File: src/rtl/mib_master_burst.sv
`default_nettype none
// ============================================================================
// Module   : mib_master_burst
// Purpose  : Command-bus to MIB bus master. A single command transaction
//            (sel / rd_wr_n / byte_addr / wdata -> ack / rdata) is expanded
//            into a multi-phase MIB sequence: address words, optional write
//            data words, a turnaround cycle, an ACK wait and, for reads, the
//            returned data words. A missing ACK ends an attempt after
//            P_MIB_ACK_TIMEOUT_CLKS cycles; up to P_MAX_RETRIES further
//            attempts are made before the transaction is abandoned.
// Ports    : i_sysclk / i_srst_n        clock, synchronous active-low reset
//            i_cmd_*  / o_cmd_*         command-bus request and completion
//            o_busy, o_timeout_cnt      status
//            i_mib_ad, i_mib_slave_ack  MIB inputs from the board AD bus
//            o_mib_*                    MIB outputs (start, direction,
//                                       AD value, AD tri-state control)
// Revision : 1.0 - initial release
// ============================================================================
module mib_master_burst #(
  parameter int ADDR_BITS              = 24,
  parameter int DATA_BITS              = 32,
  parameter int MIB_AD_BITS            = 16,
  parameter int P_MIB_ACK_TIMEOUT_CLKS = 32,
  parameter int P_MAX_RETRIES          = 1
) (
  input  logic                   i_sysclk,
  input  logic                   i_srst_n,
  input  logic                   i_cmd_sel,
  input  logic                   i_cmd_rd_wr_n,
  input  logic [ADDR_BITS-1:0]   i_cmd_byte_addr,
  input  logic [DATA_BITS-1:0]   i_cmd_wdata,
  output logic                   o_cmd_ack,
  output logic [DATA_BITS-1:0]   o_cmd_rdata,
  output logic                   o_cmd_mib_timeout,
  output logic                   o_busy,
  output logic [15:0]            o_timeout_cnt,
  input  logic [MIB_AD_BITS-1:0] i_mib_ad,
  input  logic                   i_mib_slave_ack,
  output logic                   o_mib_start,
  output logic                   o_mib_rd_wr_n,
  output logic                   o_mib_ad_high_z,
  output logic [MIB_AD_BITS-1:0] o_mib_ad
);

  localparam int ADDR_PHASES   = (ADDR_BITS + MIB_AD_BITS - 1) / MIB_AD_BITS;
  localparam int DATA_PHASES   = DATA_BITS / MIB_AD_BITS;
  localparam int ADDR_EXT_BITS = ADDR_PHASES * MIB_AD_BITS;
  localparam int PH_MAX        = (ADDR_PHASES > DATA_PHASES) ? ADDR_PHASES : DATA_PHASES;
  localparam int PH_W          = (PH_MAX > 1) ? $clog2(PH_MAX) : 1;
  localparam int TMR_W         = $clog2(P_MIB_ACK_TIMEOUT_CLKS);
  localparam int RTY_W         = (P_MAX_RETRIES > 0) ? $clog2(P_MAX_RETRIES + 1) : 1;

  localparam logic [PH_W-1:0]  ADDR_LAST = PH_W'(ADDR_PHASES - 1);
  localparam logic [PH_W-1:0]  DATA_LAST = PH_W'(DATA_PHASES - 1);
  localparam logic [TMR_W-1:0] TMR_LAST  = TMR_W'(P_MIB_ACK_TIMEOUT_CLKS - 1);

  typedef enum logic [2:0] {
    S_IDLE  = 3'd0,
    S_ADDR  = 3'd1,
    S_WDATA = 3'd2,
    S_TURN  = 3'd3,
    S_WAIT  = 3'd4,
    S_RDATA = 3'd5,
    S_DONE  = 3'd6,
    S_TOUT  = 3'd7
  } state_t;

  // Word p of a multi-word value, counted from the most significant word.
  function automatic logic [MIB_AD_BITS-1:0] addr_word(input logic [ADDR_EXT_BITS-1:0] a,
                                                       input logic [PH_W-1:0] p);
    logic [ADDR_EXT_BITS-1:0] s;
    s = a >> (MIB_AD_BITS * (ADDR_PHASES - 1 - int'(p)));
    return s[MIB_AD_BITS-1:0];
  endfunction

  function automatic logic [MIB_AD_BITS-1:0] data_word(input logic [DATA_BITS-1:0] d,
                                                       input logic [PH_W-1:0] p);
    logic [DATA_BITS-1:0] s;
    s = d >> (MIB_AD_BITS * (DATA_PHASES - 1 - int'(p)));
    return s[MIB_AD_BITS-1:0];
  endfunction

  // Control state
  state_t                   state_q,   state_d;
  logic [PH_W-1:0]          phase_q,   phase_d;
  logic [TMR_W-1:0]         timer_q,   timer_d;
  logic [RTY_W-1:0]         retries_q, retries_d;
  logic                     rw_q,      rw_d;
  logic [ADDR_EXT_BITS-1:0] addr_q,    addr_d;
  logic [DATA_BITS-1:0]     wdata_q,   wdata_d;
  logic [DATA_BITS-1:0]     shadow_q,  shadow_d;
  logic [15:0]              tcnt_q,    tcnt_d;

  // Registered outputs
  logic                     start_q,   start_d;
  logic                     rdwrn_q,   rdwrn_d;
  logic                     highz_q,   highz_d;
  logic [MIB_AD_BITS-1:0]   ad_q,      ad_d;
  logic                     ack_q,     ack_d;
  logic                     tout_q,    tout_d;
  logic                     busy_q,    busy_d;
  logic [DATA_BITS-1:0]     rdata_q,   rdata_d;

  // Next-state logic
  always_comb begin
    state_d   = state_q;
    phase_d   = phase_q;
    timer_d   = timer_q;
    retries_d = retries_q;
    rw_d      = rw_q;
    addr_d    = addr_q;
    wdata_d   = wdata_q;
    shadow_d  = shadow_q;
    tcnt_d    = tcnt_q;

    unique case (state_q)
      S_IDLE: begin
        if (i_cmd_sel) begin
          rw_d      = i_cmd_rd_wr_n;
          addr_d    = ADDR_EXT_BITS'(i_cmd_byte_addr);
          wdata_d   = i_cmd_wdata;
          retries_d = RTY_W'(P_MAX_RETRIES);
          phase_d   = '0;
          state_d   = S_ADDR;
        end
      end
      S_ADDR: begin
        if (phase_q == ADDR_LAST) begin
          phase_d = '0;
          state_d = rw_q ? S_TURN : S_WDATA;
        end else begin
          phase_d = phase_q + PH_W'(1);
        end
      end
      S_WDATA: begin
        if (phase_q == DATA_LAST) begin
          phase_d = '0;
          state_d = S_TURN;
        end else begin
          phase_d = phase_q + PH_W'(1);
        end
      end
      S_TURN: begin
        timer_d = '0;
        state_d = S_WAIT;
      end
      S_WAIT: begin
        if (i_mib_slave_ack) begin
          if (rw_q) begin
            // Read words are shifted in from the bottom; after DATA_PHASES
            // captures the first word returned sits in the MS position.
            shadow_d = (shadow_q << MIB_AD_BITS) | DATA_BITS'(i_mib_ad);
            if (DATA_PHASES == 1) begin
              state_d = S_DONE;
            end else begin
              phase_d = PH_W'(1);
              state_d = S_RDATA;
            end
          end else begin
            state_d = S_DONE;
          end
        end else if (timer_q == TMR_LAST) begin
          timer_d = '0;
          if (retries_q != '0) begin
            retries_d = retries_q - RTY_W'(1);
            phase_d   = '0;
            state_d   = S_ADDR;
          end else begin
            state_d = S_TOUT;
            if (tcnt_q != 16'hFFFF) begin
              tcnt_d = tcnt_q + 16'd1;
            end
          end
        end else begin
          timer_d = timer_q + TMR_W'(1);
        end
      end
      S_RDATA: begin
        shadow_d = (shadow_q << MIB_AD_BITS) | DATA_BITS'(i_mib_ad);
        if (phase_q == DATA_LAST) begin
          phase_d = '0;
          state_d = S_DONE;
        end else begin
          phase_d = phase_q + PH_W'(1);
        end
      end
      S_DONE:  state_d = S_IDLE;
      S_TOUT:  state_d = S_IDLE;
      default: state_d = S_IDLE;
    endcase
  end

  // Output values are derived from the next state so every output is a flop
  // that lines up with the state it describes.
  always_comb begin
    start_d = (state_d == S_ADDR) && (phase_d == '0);
    highz_d = !((state_d == S_ADDR) || (state_d == S_WDATA));
    ad_d    = '0;
    if (state_d == S_ADDR) begin
      ad_d = addr_word(addr_d, phase_d);
    end else if (state_d == S_WDATA) begin
      ad_d = data_word(wdata_d, phase_d);
    end
    rdwrn_d = (state_d == S_IDLE) ? 1'b1 : rw_d;
    ack_d   = (state_d == S_DONE);
    tout_d  = (state_d == S_TOUT);
    busy_d  = (state_d != S_IDLE);
    rdata_d = rdata_q;
    if ((state_d == S_DONE) && rw_q) begin
      rdata_d = shadow_d;
    end
  end

  always_ff @(posedge i_sysclk) begin
    if (!i_srst_n) begin
      state_q   <= S_IDLE;
      phase_q   <= '0;
      timer_q   <= '0;
      retries_q <= '0;
      rw_q      <= 1'b1;
      addr_q    <= '0;
      wdata_q   <= '0;
      shadow_q  <= '0;
      tcnt_q    <= '0;
      start_q   <= 1'b0;
      rdwrn_q   <= 1'b1;
      highz_q   <= 1'b1;
      ad_q      <= '0;
      ack_q     <= 1'b0;
      tout_q    <= 1'b0;
      busy_q    <= 1'b0;
      rdata_q   <= '0;
    end else begin
      state_q   <= state_d;
      phase_q   <= phase_d;
      timer_q   <= timer_d;
      retries_q <= retries_d;
      rw_q      <= rw_d;
      addr_q    <= addr_d;
      wdata_q   <= wdata_d;
      shadow_q  <= shadow_d;
      tcnt_q    <= tcnt_d;
      start_q   <= start_d;
      rdwrn_q   <= rdwrn_d;
      highz_q   <= highz_d;
      ad_q      <= ad_d;
      ack_q     <= ack_d;
      tout_q    <= tout_d;
      busy_q    <= busy_d;
      rdata_q   <= rdata_d;
    end
  end

  assign o_cmd_ack         = ack_q;
  assign o_cmd_rdata       = rdata_q;
  assign o_cmd_mib_timeout = tout_q;
  assign o_busy            = busy_q;
  assign o_timeout_cnt     = tcnt_q;
  assign o_mib_start       = start_q;
  assign o_mib_rd_wr_n     = rdwrn_q;
  assign o_mib_ad_high_z   = highz_q;
  assign o_mib_ad          = ad_q;

endmodule
`default_nettype wire

File: config.mk
export PLATFORM = sky130hd
export DESIGN_NAME = mib_master_burst
export DESIGN_NICKNAME = d
export VERILOG_FILES = /design/src/rtl/mib_master_burst.sv
export SDC_FILE = /design/constraint.sdc
export NUM_CORES = 1
export LEC_CHECK = 0
export CAP_MARGIN = 20
export CORE_MARGIN = 2
export CORE_UTILIZATION = 44
export DETAILED_ROUTE_END_ITERATION = 12
export HOLD_SLACK_MARGIN = 0.08
export PLACE_DENSITY = 0.82
export SLEW_MARGIN = 10
export SYNTH_ARGS = -nofsm -noshare
export SYNTH_HDL_FRONTEND = slang
export SYNTH_SLANG_ARGS = --single-unit
export TNS_END_PERCENT = 30
File: constraint.sdc
create_clock -name i_sysclk -period 2.44 [get_ports i_sysclk]
set_input_delay 0.488 -clock i_sysclk [delete_from_list [all_inputs] [get_ports i_sysclk]]
set_output_delay 0.488 -clock i_sysclk [all_outputs]
set_load 0.01 [all_outputs]
==> run_summary.xml, run 1 <==
<?xml version="1.0" encoding="UTF-8"?>
<metrics>
  <group name="yosys">
    <metric name="area_share_of_the_leading_cell_type_in_the_synthesized_netlist" unit="%">51.10</metric>
    <metric name="synth_edf_count" unit="">0</metric>
    <metric name="syn_nets" unit="">836</metric>
    <metric name="syn-mean-instance-area" unit="sq um">9.184</metric>
    <metric name="ys_warn_count" unit="">0</metric>
    <metric name="yosys.area_share.simple" unit="%">19.45</metric>
    <metric name="synth_top_family_by_area" unit="">simple AND/OR/NAND/NOR gates</metric>
    <metric name="postSynth.asyncResetShare" unit="%">0</metric>
    <metric name="synth_most_common_cell" unit="">dfxtp_1</metric>
    <metric name="synth_area_leaders" unit="">dfxtp_1 (51%), mux2i_1 (7.5%), nor2_1 (6.8%)</metric>
    <metric name="yosys.area_share.adder" unit="%">0.7218</metric>
    <metric name="mapped_area" unit="sq mm">0.006934</metric>
    <metric name="synth_largest_area_cell" unit="">dfxtp_1</metric>
    <metric name="synth_compound_area_share" unit="%">13.37</metric>
    <metric name="cell_count_after_synthesis" unit="">755</metric>
    <metric name="ys_dominant_reg_cell" unit="">dfxtp_1</metric>
    <metric name="ys_seq_elements" unit="">177</metric>
    <metric name="yosys.cell_types.count" unit="">47</metric>
    <metric name="leading_post_synthesis_cells_by_instance_count" unit="">dfxtp_1 (177), nor2_1 (125), nand2_1 (119), a21oi_1 (52), mux2i_1 (52)</metric>
    <metric name="yosys-mux-area-fraction" unit="%">9.942</metric>
    <metric name="synth-seq-area-share" unit="%">51.10</metric>
    <metric name="synthXorXnorAreaFrac" unit="%">1.768</metric>
  </group>
  <group name="final_layout">
    <metric name="multi_input_area" unit="sq mm">0.003188</metric>
    <metric name="fin_area" unit="sq mm">0.009717</metric>
    <metric name="area.growth.synth_to_final" unit="%">40.13</metric>
    <metric name="number_of_fillers_in_the_final_layout" unit="">1269</metric>
    <metric name="diodes_inserted" unit="">0</metric>
    <metric name="drive_above_1_share" unit="%">15.98</metric>
    <metric name="seqCellArea" unit="sq mm">0.003546</metric>
    <metric name="final_util" unit="%">63.45</metric>
    <metric name="finish.cell_count_without_fillers" unit="">1156</metric>
    <metric name="num-nets-final" unit="">1013</metric>
  </group>
  <group name="setup_path">
    <metric name="timing.critical_path.slowest_stage_cell" unit="">dfxtp_2</metric>
    <metric name="cp_data_required_time" unit="ns">2.78</metric>
    <metric name="crit_path_max_delay_family" unit="">simple AND/OR/NAND/NOR gates</metric>
    <metric name="crit_type" unit="">reg2reg</metric>
    <metric name="crit_arrival" unit="ns">2.76</metric>
    <metric name="timing.rr.start" unit="">timer_q[1]</metric>
    <metric name="timing.critical_path.slowest_cell_delay" unit="ns">0.34</metric>
    <metric name="reg2regPathDepth" unit="">10</metric>
    <metric name="crit_path_end_kind" unit="">flip-flop</metric>
    <metric name="rr_endpoint" unit="">o_mib_ad[3]</metric>
    <metric name="critical_path_cell_count" unit="">10</metric>
    <metric name="crit_buf_inv" unit="">2</metric>
    <metric name="r2r_slack" unit="ns">0.01</metric>
    <metric name="worstSetupStartpointType" unit="">flip-flop</metric>
    <metric name="timing.critical_path.fanout_max" unit="">15</metric>
    <metric name="worstPathCellList" unit="">ha_2 -&gt; and3_4 -&gt; ha_4 -&gt; nor4bb_1 -&gt; o21ai_0 -&gt; buf_4 -&gt; nor2_1 -&gt; nand2_1 -&gt; buf_12 -&gt; o22ai_1</metric>
  </group>
  <group name="clocking">
    <metric name="clock_tree.root_cell" unit="">clkbuf_16</metric>
    <metric name="clk-insertion-delay-late" unit="ns">0.43</metric>
    <metric name="clk_pin_slew" unit="ns">0.06</metric>
    <metric name="tritoncts.num_buffers" unit="">17</metric>
    <metric name="numClockSinks" unit="">177</metric>
    <metric name="cts_tree" unit="">done</metric>
    <metric name="cts_max_level" unit="">4</metric>
    <metric name="clock_tree.buffer_depth" unit="">2</metric>
  </group>
  <group name="floorplanning">
    <metric name="ioPinCount" unit="">147</metric>
    <metric name="rows" unit="">45</metric>
    <metric name="fp.dieW" unit="um">129.5</metric>
    <metric name="die_height" unit="um">129.5</metric>
    <metric name="core_area" unit="sq mm">0.01531</metric>
    <metric name="die-area" unit="sq mm">0.01678</metric>
    <metric name="initial_core_utilization" unit="%">45.28</metric>
  </group>
  <group name="worst_hold_path">
    <metric name="hold_path_end" unit="">addr_q[5]</metric>
    <metric name="number_of_cells_on_the_worst_hold_path" unit="">2</metric>
    <metric name="min_from" unit="">addr_q[5]</metric>
    <metric name="hold_path_class" unit="">reg2reg</metric>
  </group>
  <group name="grt">
    <metric name="track_usage" unit="%">20.18</metric>
    <metric name="grt_pass1_wl" unit="um">26890</metric>
    <metric name="via_count_of_the_first_global_routing_pass" unit="">5727</metric>
    <metric name="largest_net_degree_at_the_start_of_global_routing" unit="">146</metric>
    <metric name="grt_antenna_before_repair" unit="">0</metric>
    <metric name="grt_overflow" unit="">0</metric>
  </group>
  <group name="place">
    <metric name="place.gp.congestion" unit="">0.8076</metric>
    <metric name="hpwl" unit="um">10810</metric>
    <metric name="port_buffers" unit="">146</metric>
    <metric name="placed_instances" unit="">1116</metric>
    <metric name="dp_worst_setup_slack" unit="ns">-0.2535</metric>
    <metric name="placed_cell_area" unit="sq mm">0.008916</metric>
  </group>
  <group name="sta">
    <metric name="fin_ws" unit="ns">0.01131</metric>
    <metric name="finalSetupViolCount" unit="">0</metric>
    <metric name="finalHoldViolations" unit="">0</metric>
    <metric name="finalHoldWorstSlack" unit="ns">0.4511</metric>
    <metric name="fin_setup_tns" unit="ns">0</metric>
    <metric name="worst_pin_slew" unit="ns">0.7186</metric>
    <metric name="clock.fmax" unit="MHz">411.7</metric>
    <metric name="skew" unit="ns">0.01605</metric>
    <metric name="timing.max_slew.rel_slack" unit="%">52.10</metric>
    <metric name="fin_crit_sh" unit="%">99.54</metric>
    <metric name="final_critical_delay_including_setup_and_external_delays" unit="ns">2.429</metric>
    <metric name="slew_violations" unit="">0</metric>
  </group>
  <group name="routing">
    <metric name="drt_pre_antenna_iters" unit="">4</metric>
    <metric name="routed_wl" unit="um">17050</metric>
    <metric name="wire_per_inst" unit="um">14.75</metric>
    <metric name="detail_route.drc_violations" unit="">0</metric>
    <metric name="antenna_viol_nets_final" unit="">0</metric>
    <metric name="number_of_vias_per_cell_after_detailed_routing" unit="">5.071</metric>
    <metric name="initialDrtViolationCount" unit="">391</metric>
    <metric name="dr_total_vias" unit="">5862</metric>
  </group>
  <group name="power">
    <metric name="static-leakage-power" unit="nW">3.622</metric>
    <metric name="vdd_ir_drop_max" unit="V">0.0004967</metric>
    <metric name="fin_total_pwr" unit="mW">6.956</metric>
    <metric name="power.density" unit="mW/mm^2">715.9</metric>
  </group>
  <group name="flow_run">
    <metric name="cap_viol_max_count" unit="">0</metric>
  </group>
  <group name="run_status">
    <metric name="outcome" unit="">complete, no violations</metric>
  </group>
</metrics>
## placed cells by master, fill, tap and decap left out, types with 2 or more instances in the layout
cell type and instances:
nor4_2 2, xor2_1 4, and3b_1 2, and2_1 3, clkbuf_1 4, nor3_1 10, nor2_1 124, dfxtp_1 175
buf_12 5, bufinv_16 4, dfxtp_2 2, a21oi_1 52, o211ai_1 2, o21a_1 3, a211oi_1 3, clkbuf_16 21
a31oi_1 2, nand2_1 118, a211oi_2 30, nand3b_1 2, o22ai_1 15, o21ai_0 14, buf_6 2, inv_1 6
o2111ai_1 2, ha_1 2, and3_1 13, xnor2_1 10, nor2b_1 2, clkinv_2 4, buf_4 49, mux2i_1 52
nand4_1 3, mux2_2 15, nand2b_1 4, nand3_1 12, clkdlybuf4s50_1 146
## kinds of logic (layout without fill, tap and decap cells)
logic type / after synthesis / in the layout
AOI/OAI and AO/OA: 127 / 127
xor gates and xnor gates: 14 / 14
adders and majority gates: 4 / 4
buffers and inverters: 56 / 246
DFF: 177 / 177
muxes: 67 / 67
and+or+nand+nor: 310 / 310
## cell type report
type | instances | share of cell area, %
sequential | 177 | 36.49
multi-input combinational | 522 | 32.81
timing repair buffer | 207 | 21.40
clock buffer | 22 | 4.674
tap | 211 | 2.717
clock inverter | 10 | 1.610
inverter | 7 | 0.2962
## metal layers
layer | track usage, % | wire length [um] | part of all wire [%] | up-vias
met3 | 4.707 | 757 | 4.4 | 30
met1 | 25.27 | 7656 | 45 | 2765
met4 | 8.918 | 393 | 2.3 | 0
li1 | - | - | - | 2933
met5 | 0 | 0 | 0 | -
met2 | 33.31 | 8245 | 48 | 134
## timing repair
item | 4_1_cts | 5_1_grt
pin swaps | 1 | 2
setup endpoints to repair | 28 | 50
endpoints found under the hold margin | 0 | 0
cloned | 1 | 4
buffers inserted | 2 | 1
hold buffers | 0 | 0
gates resized for setup | 1 | 10
## worst min-delay path, stage by stage, from the launching register on
cell     delay [ns]
dfxtp_1        0.30
nand2_1        0.05
a21oi_1        0.05
## registers in the layout, summed over array words and instances (netlist names)
signal	cells
addr_q	32
o_cmd_rdata	32
shadow_q	32
wdata_q	32
o_mib_ad	16
o_timeout_cnt	16
timer_q	5
state_q	3
o_busy	1
o_cmd_ack	1
o_cmd_mib_timeout	1
o_mib_ad_high_z	1
o_mib_rd_wr_n	1
o_mib_start	1
phase_q	1
retries_q	1
rw_q	1
## worst max path at each step
| stage | from | slack (ns) | endpoint |
|---|---|---|---|
| 6_report | timer_q[1] | 0.01 | o_mib_ad[3] |
| 5_1_grt | timer_q[1] | -0.13 | o_mib_ad[3] |
| 4_1_cts | timer_q[0] | -0.007 | o_cmd_rdata[31] |
| 3_5_place_dp | i_mib_slave_ack | -0.25 | o_cmd_rdata[2] |
| 3_3_place_gp | i_mib_slave_ack | -0.22 | o_cmd_rdata[3] |
| 2_1_floorplan | timer_q[0] | 0.05 | o_mib_ad[10] |
## power by group
part           internal [mW]  switching [mW]
registers               3.02          0.0700
logic                  0.512           0.519
clock network           1.74            1.09
Power figures use the tool's default switching activity.
==> run 2: changes to the inputs <==
- GPL_ROUTABILITY_DRIVEN: not set -> 0
==> results of run 2 <==
The final DEF is identical to that of run 1; final timing and power are the same.
==> run 3: changes to the inputs <==
- ABC_CLOCK_PERIOD_IN_PS: not set -> 2450
- PLACE_DENSITY: 0.82 -> 0.8
- TNS_END_PERCENT: 30 -> not set
- clock period: 2.44 -> 2.45 ns (I/O delays scaled with it)
==> run 3 against run 2 <==
  * Cell count rose by 0.35%
  * Sequential cell count did not move
  * Critical endpoint is now o_mib_ad[1]
  * Routed wire length rose by 3.4%
  * Clock skew fell by 0.00087 ns
==> run_summary.xml, run 3 (synthesis results as in run 1) <==
<?xml version="1.0" encoding="UTF-8"?>
<metrics>
  <group name="run_status">
    <metric name="outcome" unit="">complete, no violations</metric>
  </group>
  <group name="routing">
    <metric name="routed_wl" unit="um">17630</metric>
    <metric name="antenna_viol_nets_final" unit="">0</metric>
    <metric name="drt_pre_antenna_iters" unit="">5</metric>
    <metric name="dr_total_vias" unit="">5945</metric>
    <metric name="wire_per_inst" unit="um">15.20</metric>
    <metric name="initialDrtViolationCount" unit="">357</metric>
    <metric name="number_of_vias_per_cell_after_detailed_routing" unit="">5.125</metric>
    <metric name="detail_route.drc_violations" unit="">0</metric>
  </group>
  <group name="grt">
    <metric name="grt_antenna_before_repair" unit="">0</metric>
    <metric name="track_usage" unit="%">21.04</metric>
    <metric name="grt_pass1_wl" unit="um">27810</metric>
    <metric name="via_count_of_the_first_global_routing_pass" unit="">5675</metric>
    <metric name="largest_net_degree_at_the_start_of_global_routing" unit="">146</metric>
    <metric name="grt_overflow" unit="">0</metric>
  </group>
  <group name="place">
    <metric name="hpwl" unit="um">10580</metric>
    <metric name="port_buffers" unit="">146</metric>
    <metric name="placed_cell_area" unit="sq mm">0.008926</metric>
  </group>
  <group name="sta">
    <metric name="finalHoldViolations" unit="">0</metric>
    <metric name="finalSetupViolCount" unit="">0</metric>
    <metric name="finalHoldWorstSlack" unit="ns">0.4498</metric>
    <metric name="skew" unit="ns">0.01518</metric>
    <metric name="clock.fmax" unit="MHz">417.5</metric>
    <metric name="worst_pin_slew" unit="ns">0.7492</metric>
    <metric name="slew_violations" unit="">0</metric>
    <metric name="fin_crit_sh" unit="%">97.77</metric>
    <metric name="timing.max_slew.rel_slack" unit="%">50.06</metric>
    <metric name="final_critical_delay_including_setup_and_external_delays" unit="ns">2.395</metric>
  </group>
  <group name="power">
    <metric name="power.density" unit="mW/mm^2">704.3</metric>
    <metric name="vdd_ir_drop_max" unit="V">0.0005053</metric>
    <metric name="static-leakage-power" unit="nW">3.671</metric>
  </group>
  <group name="setup_path">
    <metric name="crit_type" unit="">reg2reg</metric>
    <metric name="crit_path_end_kind" unit="">flip-flop</metric>
    <metric name="crit_arrival" unit="ns">2.70</metric>
    <metric name="cp_data_required_time" unit="ns">2.75</metric>
    <metric name="timing.critical_path.fanout_max" unit="">12</metric>
    <metric name="worstSetupStartpointType" unit="">flip-flop</metric>
  </group>
  <group name="flow_run">
    <metric name="cap_viol_max_count" unit="">0</metric>
  </group>
  <group name="final_layout">
    <metric name="fin_area" unit="sq mm">0.009867</metric>
    <metric name="final_cell_mix" unit="">dfxtp_1 (175), clkdlybuf4s50_1 (145), nor2_1 (121)</metric>
    <metric name="diodes_inserted" unit="">0</metric>
    <metric name="layout_commonest_cell" unit="">dfxtp_1</metric>
    <metric name="num-nets-final" unit="">1018</metric>
    <metric name="drive_above_1_share" unit="%">17.60</metric>
    <metric name="area.growth.synth_to_final" unit="%">42.30</metric>
  </group>
  <group name="floorplanning">
    <metric name="fp.dieW" unit="um">129.5</metric>
    <metric name="die-area" unit="sq mm">0.01678</metric>
    <metric name="core_area" unit="sq mm">0.01531</metric>
    <metric name="initial_core_utilization" unit="%">45.28</metric>
    <metric name="ioPinCount" unit="">147</metric>
    <metric name="die_height" unit="um">129.5</metric>
    <metric name="rows" unit="">45</metric>
  </group>
  <group name="clocking">
    <metric name="clock_tree.root_cell" unit="">clkbuf_16</metric>
    <metric name="numClockSinks" unit="">177</metric>
    <metric name="cts_tree" unit="">done</metric>
    <metric name="cts_hold_repair.buffers" unit="">0</metric>
    <metric name="tritoncts.num_buffers" unit="">17</metric>
    <metric name="clock_tree.buffer_depth" unit="">2</metric>
    <metric name="clk_pin_slew" unit="ns">0.06</metric>
    <metric name="clk-insertion-delay-late" unit="ns">0.43</metric>
    <metric name="cts_max_level" unit="">4</metric>
  </group>
  <group name="worst_hold_path">
    <metric name="hold_path_class" unit="">reg2reg</metric>
  </group>
</metrics>
## run 3: per-stage QoR
step                      setup TNS [ns]  std cells  power [mW]  util [%]  setup WS, ns
after CTS                              0       1158       6.935     63.69       0.01112
final                                  0       1160       6.950     64.43       0.05452
after global placement            -5.571       1114       4.149     58.28       -0.1601
after floorplan                        0        755       3.703         -       0.06329
after global routing             -0.2127       1160       7.232     64.43      -0.04688
after detailed placement          -6.405       1114       4.164     58.28       -0.1684
## run 3: worst paths after layout
path / from / endpoint / slack (ns) / cells after the start
max: timer_q[0] / o_mib_ad[1] / 0.05 / 11
max reg2reg: timer_q[0] / o_mib_ad[1] / 0.05 / 11
min: addr_q[0] / addr_q[0] / 0.45 / 2
min reg2reg: addr_q[0] / addr_q[0] / 0.45 / 2
## run 3: repair_timing
action	4_1_cts	5_1_grt
cloned	4	1
resized for setup	11	19
setup endpoints to repair	32	58
pin swaps	4	5
setup buffers	10	1
## run 3: layer usage
layer | up-vias | track usage [%] | share of wire, %
met4 | 0 | 8.286 | 2.7
met1 | 2809 | 26.93 | 44
li1 | 2944 | - | -
met3 | 29 | 5.078 | 5.0
met5 | - | 0 | 0
met2 | 163 | 34.43 | 48
## run 3: where the power goes
part | total [mW] | internal (mW) | switching [mW]
registers | 3.08 | 3.01 | 0.0698
logic | 1.10 | 0.553 | 0.544
clock network | 2.77 | 1.63 | 1.14
total | 6.95 | 5.20 | 1.75
## run 3: worst max-delay path, stage by stage, from the launching register on
cell	delay, ns
dfxtp_2	0.32
ha_1	0.20
and3_4	0.19
ha_4	0.17
and3b_2	0.22
buf_4	0.14
o2111ai_2	0.21
o31ai_4	0.15
clkbuf_16	0.20
buf_4	0.16
o21ai_0	0.19
o22ai_1	0.11
## run 3: cell type report
type                    instances  area, sq um
clock buffers                  19        442.9
clock inverters                12        158.9
fillers                      1263         5448
inverters                       7        28.78
multi-input cells             522         3249
flip-flops and latches        177         3546
well taps                     211        264.0
repair buffers                212         2177
